[config.mk]
export PLATFORM = sky130hd
export DESIGN_NAME = uart_loader
export DESIGN_NICKNAME = d
export VERILOG_FILES = /design/src/rtl/uart_loader_pkg.sv /design/src/rtl/uart_loader_byte_assembler.sv /design/src/rtl/uart_loader.sv
export SDC_FILE = /design/constraint.sdc
export NUM_CORES = 1
export LEC_CHECK = 0
export ABC_CLOCK_PERIOD_IN_PS = 3100
export BUFFER_PORTS_ARGS = -buffer_cell sky130_fd_sc_hd__buf_4
export CAP_MARGIN = 20
export CORE_MARGIN = 3
export CORE_UTILIZATION = 50
export CTS_CLUSTER_DIAMETER = 120
export DETAILED_ROUTE_END_ITERATION = 16
export GPL_TIMING_DRIVEN = 0
export HOLD_SLACK_MARGIN = 0.12
export PLACE_DENSITY = 0.7
export SLEW_MARGIN = 10
export SYNTH_ARGS = -nofsm -noshare
export SYNTH_HDL_FRONTEND = slang
export SYNTH_SLANG_ARGS = --single-unit
[constraint.sdc]
create_clock -name clk -period 3.1 [get_ports clk]
set_clock_uncertainty 0.1 [all_clocks]
set_input_delay 0.465 -clock clk [delete_from_list [all_inputs] [get_ports clk]]
set_output_delay 0.465 -clock clk [all_outputs]
set_load 0.005 [all_outputs]
[src/rtl/uart_loader_pkg.sv]
// Shared definitions for the boot-time UART program loader: FSM state
// encodings, default status bytes and small state-classification helpers.
package uart_loader_pkg;

    localparam logic [2:0] ST_IDLE  = 3'd0;
    localparam logic [2:0] ST_LEN   = 3'd1;
    localparam logic [2:0] ST_DATA  = 3'd2;
    localparam logic [2:0] ST_WRITE = 3'd3;
    localparam logic [2:0] ST_ACK   = 3'd4;
    localparam logic [2:0] ST_ERR   = 3'd5;
    localparam logic [2:0] ST_DONE  = 3'd6;

    localparam logic [7:0] DEF_ACK_BYTE = 8'hAA;
    localparam logic [7:0] DEF_ERR_BYTE = 8'h55;

    // States that issue receive requests to the uart
    function automatic logic is_rx_state(input logic [2:0] st);
        return (st == ST_LEN) || (st == ST_DATA);
    endfunction

    // States that issue the single status-byte transmit request
    function automatic logic is_tx_state(input logic [2:0] st);
        return (st == ST_ACK) || (st == ST_ERR);
    endfunction

endpackage

[src/rtl/uart_loader_byte_assembler.sv]
// Collects four bytes LSB-first into a 32-bit word. The word output already
// includes the byte being accepted this cycle, so the consumer can act on the
// complete word in the same cycle that word_valid pulses.
module uart_loader_byte_assembler
    import uart_loader_pkg::*;
(
    input  logic        clk,
    input  logic        rst,
    input  logic        clear,
    input  logic        byte_valid,
    input  logic [7:0]  byte_in,
    output logic [31:0] word,
    output logic        word_valid
);

    logic [1:0]  cnt_q, cnt_d;
    logic [31:0] word_q, word_d;
    logic [31:0] shifted;

    // Shift path, next-state and the combinational view of the word
    always_comb begin
        shifted    = {byte_in, word_q[31:8]};
        word       = byte_valid ? shifted : word_q;
        word_valid = byte_valid && (cnt_q == 2'd3);
        cnt_d      = cnt_q;
        word_d     = word_q;
        if (clear) begin
            cnt_d  = 2'd0;
            word_d = 32'd0;
        end else if (byte_valid) begin
            cnt_d  = cnt_q + 2'd1;
            word_d = shifted;
        end
    end

    // Byte counter and shift register
    always_ff @(posedge clk) begin
        if (rst) begin
            cnt_q  <= 2'd0;
            word_q <= 32'd0;
        end else begin
            cnt_q  <= cnt_d;
            word_q <= word_d;
        end
    end

endmodule

[src/rtl/uart_loader.sv]
// Boot-time program loader. Reads a 32-bit little-endian word count N over
// the uart request interface, then N words, writing word k to instruction
// memory address k, and finally sends one status byte back.
//
// Handshake: a request (r_valid or t_valid) is a single-cycle pulse issued
// only while u_ready=1 and nothing is outstanding; the matching rx_done or
// tx_done closes it. Completion pulses with nothing outstanding are ignored.
module uart_loader
    import uart_loader_pkg::*;
#(
    parameter int         ADDR_W   = 15,
    parameter logic [7:0] ACK_BYTE = DEF_ACK_BYTE,
    parameter logic [7:0] ERR_BYTE = DEF_ERR_BYTE
) (
    input  logic              clk,
    input  logic              rst,
    input  logic              start,
    input  logic              u_ready,
    output logic              r_valid,
    input  logic              rx_done,
    input  logic [7:0]        r_data,
    output logic              t_valid,
    output logic [7:0]        t_data,
    input  logic              tx_done,
    output logic              imem_we,
    output logic [ADDR_W-1:0] imem_addr,
    output logic [31:0]       imem_wdata,
    output logic              busy,
    output logic              load_done,
    output logic              load_err,
    output logic [2:0]        dbg_state
);

    // Largest legal program; 33 bits so 2**ADDR_W is representable for any ADDR_W <= 32
    localparam logic [32:0] MAX_WORDS = 33'(1) << ADDR_W;

    logic [2:0]        state_q, state_d;
    logic              pending_q, pending_d;
    logic [31:0]       len_q, len_d;
    logic [ADDR_W:0]   k_q, k_d, k_inc;
    logic              imem_we_q, imem_we_d;
    logic [ADDR_W-1:0] imem_addr_q, imem_addr_d;
    logic [31:0]       imem_wdata_q, imem_wdata_d;
    logic [7:0]        t_data_q, t_data_d;
    logic              load_err_q, load_err_d;

    logic              req_ok, rx_ok, tx_ok;
    logic              asm_clear, asm_word_valid;
    logic [31:0]       asm_word;

    uart_loader_byte_assembler u_asm (
        .clk        (clk),
        .rst        (rst),
        .clear      (asm_clear),
        .byte_valid (rx_ok),
        .byte_in    (r_data),
        .word       (asm_word),
        .word_valid (asm_word_valid)
    );

    // Request issue and completion qualification
    always_comb begin
        req_ok  = !rst && u_ready && !pending_q;
        r_valid = req_ok && is_rx_state(state_q);
        t_valid = req_ok && is_tx_state(state_q);
        rx_ok   = rx_done && pending_q && is_rx_state(state_q);
        tx_ok   = tx_done && pending_q && is_tx_state(state_q);
        pending_d = pending_q;
        if (r_valid || t_valid) begin
            pending_d = 1'b1;
        end else if (rx_ok || tx_ok) begin
            pending_d = 1'b0;
        end
    end

    // Load sequencing, word counter and imem/status register updates
    always_comb begin
        state_d      = state_q;
        len_d        = len_q;
        k_d          = k_q;
        k_inc        = k_q + (ADDR_W + 1)'(1);
        imem_we_d    = 1'b0;
        imem_addr_d  = imem_addr_q;
        imem_wdata_d = imem_wdata_q;
        t_data_d     = t_data_q;
        load_err_d   = load_err_q;
        case (state_q)
            ST_IDLE: begin
                if (start) begin
                    state_d = ST_LEN;
                    k_d     = '0;
                end
            end
            ST_LEN: begin
                if (asm_word_valid) begin
                    len_d = asm_word;
                    if (asm_word == 32'd0) begin
                        state_d = ST_ACK;
                    end else if ({1'b0, asm_word} > MAX_WORDS) begin
                        state_d    = ST_ERR;
                        load_err_d = 1'b1;
                    end else begin
                        state_d = ST_DATA;
                    end
                end
            end
            ST_DATA: begin
                // Register the write now so imem_we is high exactly during WRITE
                if (asm_word_valid) begin
                    state_d      = ST_WRITE;
                    imem_we_d    = 1'b1;
                    imem_addr_d  = k_q[ADDR_W-1:0];
                    imem_wdata_d = asm_word;
                end
            end
            ST_WRITE: begin
                k_d     = k_inc;
                state_d = (32'(k_inc) == len_q) ? ST_ACK : ST_DATA;
            end
            ST_ACK, ST_ERR: begin
                if (tx_ok) begin
                    state_d = ST_DONE;
                end
            end
            ST_DONE: state_d = ST_DONE;
            default: state_d = ST_IDLE;
        endcase
        // t_data is loaded on entry so it is already stable when t_valid fires
        if (state_d != state_q) begin
            if (state_d == ST_ACK) t_data_d = ACK_BYTE;
            if (state_d == ST_ERR) t_data_d = ERR_BYTE;
        end
        asm_clear = (state_d != state_q) && is_rx_state(state_d);
    end

    // State and output registers
    always_ff @(posedge clk) begin
        if (rst) begin
            state_q      <= ST_IDLE;
            pending_q    <= 1'b0;
            len_q        <= 32'd0;
            k_q          <= '0;
            imem_we_q    <= 1'b0;
            imem_addr_q  <= '0;
            imem_wdata_q <= 32'd0;
            t_data_q     <= 8'd0;
            load_err_q   <= 1'b0;
        end else begin
            state_q      <= state_d;
            pending_q    <= pending_d;
            len_q        <= len_d;
            k_q          <= k_d;
            imem_we_q    <= imem_we_d;
            imem_addr_q  <= imem_addr_d;
            imem_wdata_q <= imem_wdata_d;
            t_data_q     <= t_data_d;
            load_err_q   <= load_err_d;
        end
    end

    assign imem_we    = imem_we_q;
    assign imem_addr  = imem_addr_q;
    assign imem_wdata = imem_wdata_q;
    assign t_data     = t_data_q;
    assign load_err   = load_err_q;
    assign busy       = (state_q != ST_IDLE) && (state_q != ST_DONE);
    assign load_done  = (state_q == ST_DONE);
    assign dbg_state  = state_q;

endmodule
-- After elaboration in Yosys (flattened, before gate mapping)
Index checks and enable logic that the tools add are counted.
- bits in registers: 143
- logic and storage cells: 79
- input bits: 14
- output and inout port bits: 64
- reduce and logical (&&, ||, !) cells: 32
- mux-type cells: 16
- eq/ne operators: 15
- bitwise operators: 2
- magnitude comparators: 1
- add/sub/neg operators: 2
- operators by type and width (cell ; count):
    $eq 16x32->1 ; 1
    $gt 32x16->1 const B ; 1
    $logic_not 32->1 ; 1
    $mux 32 ; 1
    $pmux 16 s2 ; 1
    $mux 3 ; 7
    $pmux 3 s6 ; 1
    $add 16x1->16 const B ; 1
    $mux 16 ; 1
    $mux 8 ; 2
    $eq 3x3->1 const B ; 5
    $logic_and 1x1->1 ; 11
    $eq 3x2->1 const B ; 3
    $reduce_and 2->1 ; 4
    $eq 3x1->1 const B ; 2
    $reduce_bool 2->1 ; 3
    $reduce_or 2->1 ; 3
    $logic_or 1x1->1 ; 5
    $reduce_and 4->1 ; 1
    $logic_not 3->1 ; 1
    $mux 1 ; 3
    $ne 3x3->1 ; 1
    $ne 3x3->1 const B ; 1
    $reduce_bool 3->1 ; 1
    other kinds (5) ; 7

-- Logic depth before layout (Yosys ltp)
- depth in word-level cells: 13
- depth in mapped cells: 10
- mapped depth without buffers: 8

-- Cells and area by module
A second synthesis with hierarchy kept.
- cells, all modules: 725
- area total of the unflattened synthesis: 6354.8 um2
- by module, submodules not included (module ; times used ; cells an instance ; area each (um2) ; seq. area each (um2)):
    uart_loader ; 1 ; 612 ; 4645.7 ; 2062.0
    uart_loader_byte_assembler ; 1 ; 113 ; 1709.1 ; 680.7

-- Worst setup path before layout
OpenSTA, ideal clock, no wires.
- kind: register -> register
- start: reg k_q[0]
- end: reg u_asm.word_q[12]
- setup time: 0.074 ns
- setup slack: 0.404 ns
- buffers on the path: 2
- arrival: 2.522 ns
- stages on the path, launching flop included: 11
- cells stage by stage: dfxtp_1 > ha_1 > and4_1 > buf_6 > a211o_1 > o221ai_1 > o211ai_1 > a2111oi_4 > a211oi_4 > buf_6 > o22ai_2
- word-level cells in the longest chain between the ends: 8
- ends and longest elaborated chain (element ; RTL line ; source):
    start: declaration ; uart_loader.sv:40 ; logic [ADDR_W:0] k_q, k_d, k_inc;
    start signal: assignment ; uart_loader.sv:152 ; k_q <= k_d;
    $add 16x1->16 (*) ; uart_loader.sv:81 ; k_inc = k_q + (ADDR_W + 1)'(1);
    $eq 16x32->1 (*) ; uart_loader.sv:118 ; state_d = (32'(k_inc) == len_q) ? ST_ACK : ST_DATA;
    $mux 3 (*) ; uart_loader.sv:118 ;
    $pmux 3 s6 (*) ; uart_loader.sv:87 ; case (state_q)
    $eq 3x1->1 or $eq 3x2->1 (tied branches) ; uart_loader_pkg.sv:18 ; return (st == ST_LEN) || (st == ST_DATA);
    $logic_or 1x1->1 ; uart_loader_pkg.sv:18 ;
    $logic_and 1x1->1 (*) ; uart_loader.sv:133 ; asm_clear = (state_d != state_q) && is_rx_state(state_d);
    $reduce_or 2->1 (no line) (*) ; - ;
    end signal: assignment ; uart_loader_byte_assembler.sv:43 ; word_q <= word_d;
    end: declaration ; uart_loader_byte_assembler.sv:17 ; logic [31:0] word_q, word_d;
Mark *: on every way between the ends. The rest lies on a longest branch, timed or not.
A chain may end at the register's enable or synchronous reset.

-- Final worst setup path
- start: reg k_q[1]
- end: reg u_asm.word_q[1]
Same word-level chain as after synthesis.

==> flow_summary.toml <==
[placed_design]
place_area_um2 = 7647
port_buffers = 77
hpwl_mm = 15.05
place_congestion = 0.9263

[cts]
clock_latency_ps = 430
path_clk_slew_ps = 60
cts_max_level = 4
cts_sinks = 137
cts_buffer_depth = 2
cts.root.buffer_cell = "clkbuf_16"
numCtsBuffers = 17
cts_tree = "done"

[global_route]
grt_pass1_vias = 6211
grt_pass1_wl_mm = 32.20
grt_max_degree = 17
globalRouteTotalUtil = 0.2752
antenna_found_initial = 0
gr-total-overflow = 0

[yosys]
synth_most_common_cell = "dfxtp_1"
synth-seq-cells = 137
syn_inst = 797
post_synth_num_cell_types = 65
synthSimpleGateAreaFrac = 0.2362
postSynthAreaPerCell_um2 = 8.594
synth_top_area_cell = "dfxtp_1"
synth_top_cells_by_count = "dfxtp_1, nor2_1, a211oi_1"
yosysWarningCount = 0
synth_edf_count = 0
synth_top_family_by_area = "simple AND/OR/NAND/NOR gates"
ys_top_cells_by_area = "dfxtp_1, a211oi_1, nor2_1"
ys_seq_area_frac = 0.4004
synth.top_cell.area_share = 0.4004
synth_fp_nets = 813
ys_async_sr_fraction = 0
synth-xor-area-share = 0.02795
muxShareOfSynthArea = 0.05444
synthFlopType = "dfxtp_1"
synth_compound_area_frac = 0.2185
synth_area_um2 = 6849
synth_fa_ha_area_frac = 0.003654

[floorplanning]
start_util = 0.5152
ios = 78
dieHeight_um = 123.0
die-area_um2 = 15140
core_um2 = 13300
fp-row-count = 42
fp.dieW_um = 123.0

[power]
total_power_mw = 3.792
p_leak_nw = 2.919
vdd_drop_max_mv = 0.3846
powerDensity_nw_per_um2 = 457.7

[critical_path]
crit_required_ps = 3340
path_class = "reg2reg"
r2r_end = "u_asm.word_q[1]"
critPathMaxFanout = 6
reg2reg_slack_ps = 70
crit_path_end = "u_asm.word_q[1]"
cp-startpoint = "k_q[1]"
cp.arrival_ps = 3270
r2r-start = "k_q[1]"
cp-end-kind = "flip-flop"
start_kind = "flip-flop"
reg2reg_depth = 12

[flow_run]
cap_violations = 0

[cells_and_area]
area_delta_synth_final_pct = 20.97
stdcell_area_um2 = 8285
num_antenna_cells = 0
fin_nets = 913
drive_gt1_frac = 0.2582

[detailed_routing]
ant_nets = 0
wl_per_cell_um = 19.34
drc_errors = 0
dr.pass1.iters = 5
vias = 6542
drt_iter0_drc = 706
wirelength_mm = 21.01
drt-vias-per-instance = 6.024

[sta]
min_period_ps = 3025
rsz0062_at_grt = "no"
min_period_over_period = 0.9759
hold_violations = 0
setup_viol = 0
max_freq_ghz = 0.3305
whs_ps = 284.0
max_slew_margin = 0.3095
tightest_slew_ps = 1036
fin_setup_tns_ps = 0
drv_slew = 0

[min_path]
hp-class = "in2reg"
hold_start = "tx_done"

[status]
status = "finished clean"
-- metrics by stage --
step / setup slack, ps / util / instances
final: 74.71 / 0.6232 / 1086
after CTS: 1.249 / 0.6196 / 1085
after global routing: 30.29 / 0.6232 / 1086
after global placement: -72.36 / 0.5752 / 1050
after detailed placement: -117.3 / 0.5752 / 1050
after floorplan: 404.2 / - / 797
-- logic make-up after synthesis --
group                    Yosys count
XOR/XNOR                          21
AO/OA/AOI/OAI                    191
multiplexers                      37
adder cells (fa/ha/maj)            2
flip-flops                       137
buffers and inverters             82
AND/OR/NAND/NOR                  327
-- cell type report --
type	instances	area, um^2
multi-input cells	578	3751
inverters	5	18.77
fillers	1167	5010
clock inverters	9	72.57
plain buffers	77	392.9
repair buffers	81	608.1
clock buffers	23	478.0
well taps	176	220.2
flip-flops and latches	137	2744
-- registers in the layout (all words and copies together), names as in the netlist --
signal,flops
u_asm.word_q,32
imem_wdata,32
dbg_state,3
load_err,1
k_q,16
imem_addr,15
u_asm.cnt_q,2
len_q,32
t_data,2
pending_q,1
imem_we,1
-- per-layer routing --
metal	GRT usage	share of wire	vias up
met5	0	0	-
met4	0.1246	0.029	0
met3	0.04986	0.070	58
met2	0.4469	0.47	285
met1	0.3577	0.43	3134
li1	-	-	3065
-- critical path, cell delays in order (launching register included) --
cell and delay [ps]:
dfxtp_1 370, ha_4 220, and4_1 210, buf_6 130, a211o_1 300, o221ai_1 210
o211ai_1 200, a2111oi_4 360, buf_4 220, a211oi_4 70, buf_4 190, buf_4 150
o22ai_1 190
-- what timing repair did --
| item | CTS | global route |
|---|---|---|
| cloned | 0 | 0 |
| hold buffers | 0 | 0 |
| setup buffers | 3 | 0 |
| gates resized for setup | 4 | 19 |
| pin swaps | 2 | 0 |
| setup endpoints to repair | 33 | 35 |
-- worst min-delay path by stage --
stage | cells after the start | end
2_1_floorplan | 2 | load_err
3_3_place_gp | 2 | load_err
3_5_place_dp | 2 | load_err
4_1_cts | 4 | pending_q
5_1_grt | 4 | pending_q
6_report | 4 | pending_q
-- report_power, final --
| group | internal [mW] | total (mW) | switching, mW |
|---|---|---|---|
| Sequential | 1.76 | 1.77 | 0.00198 |
| Combinational | 0.0363 | 0.116 | 0.0796 |
| Clock | 1.16 | 1.91 | 0.756 |
| Total | 2.95 | 3.79 | 0.838 |
-- cells in the final DEF (no fill, tap or decap), types with 8 or more instances in the layout --
master	n
dfxtp_1	136
nor2_1	121
buf_4	93
a211oi_1	66
nand2_1	51
a21oi_1	43
nand3_1	41
clkbuf_1	40
mux2i_1	34
or2_2	33
o22ai_2	30
clkbuf_16	17
o21ai_0	16
xnor2_1	14
nor4_1	13
buf_2	12
nor3_1	9
clkbuf_2	8
or3_1	8
Note: power is estimated with default switching activity, not from simulation.
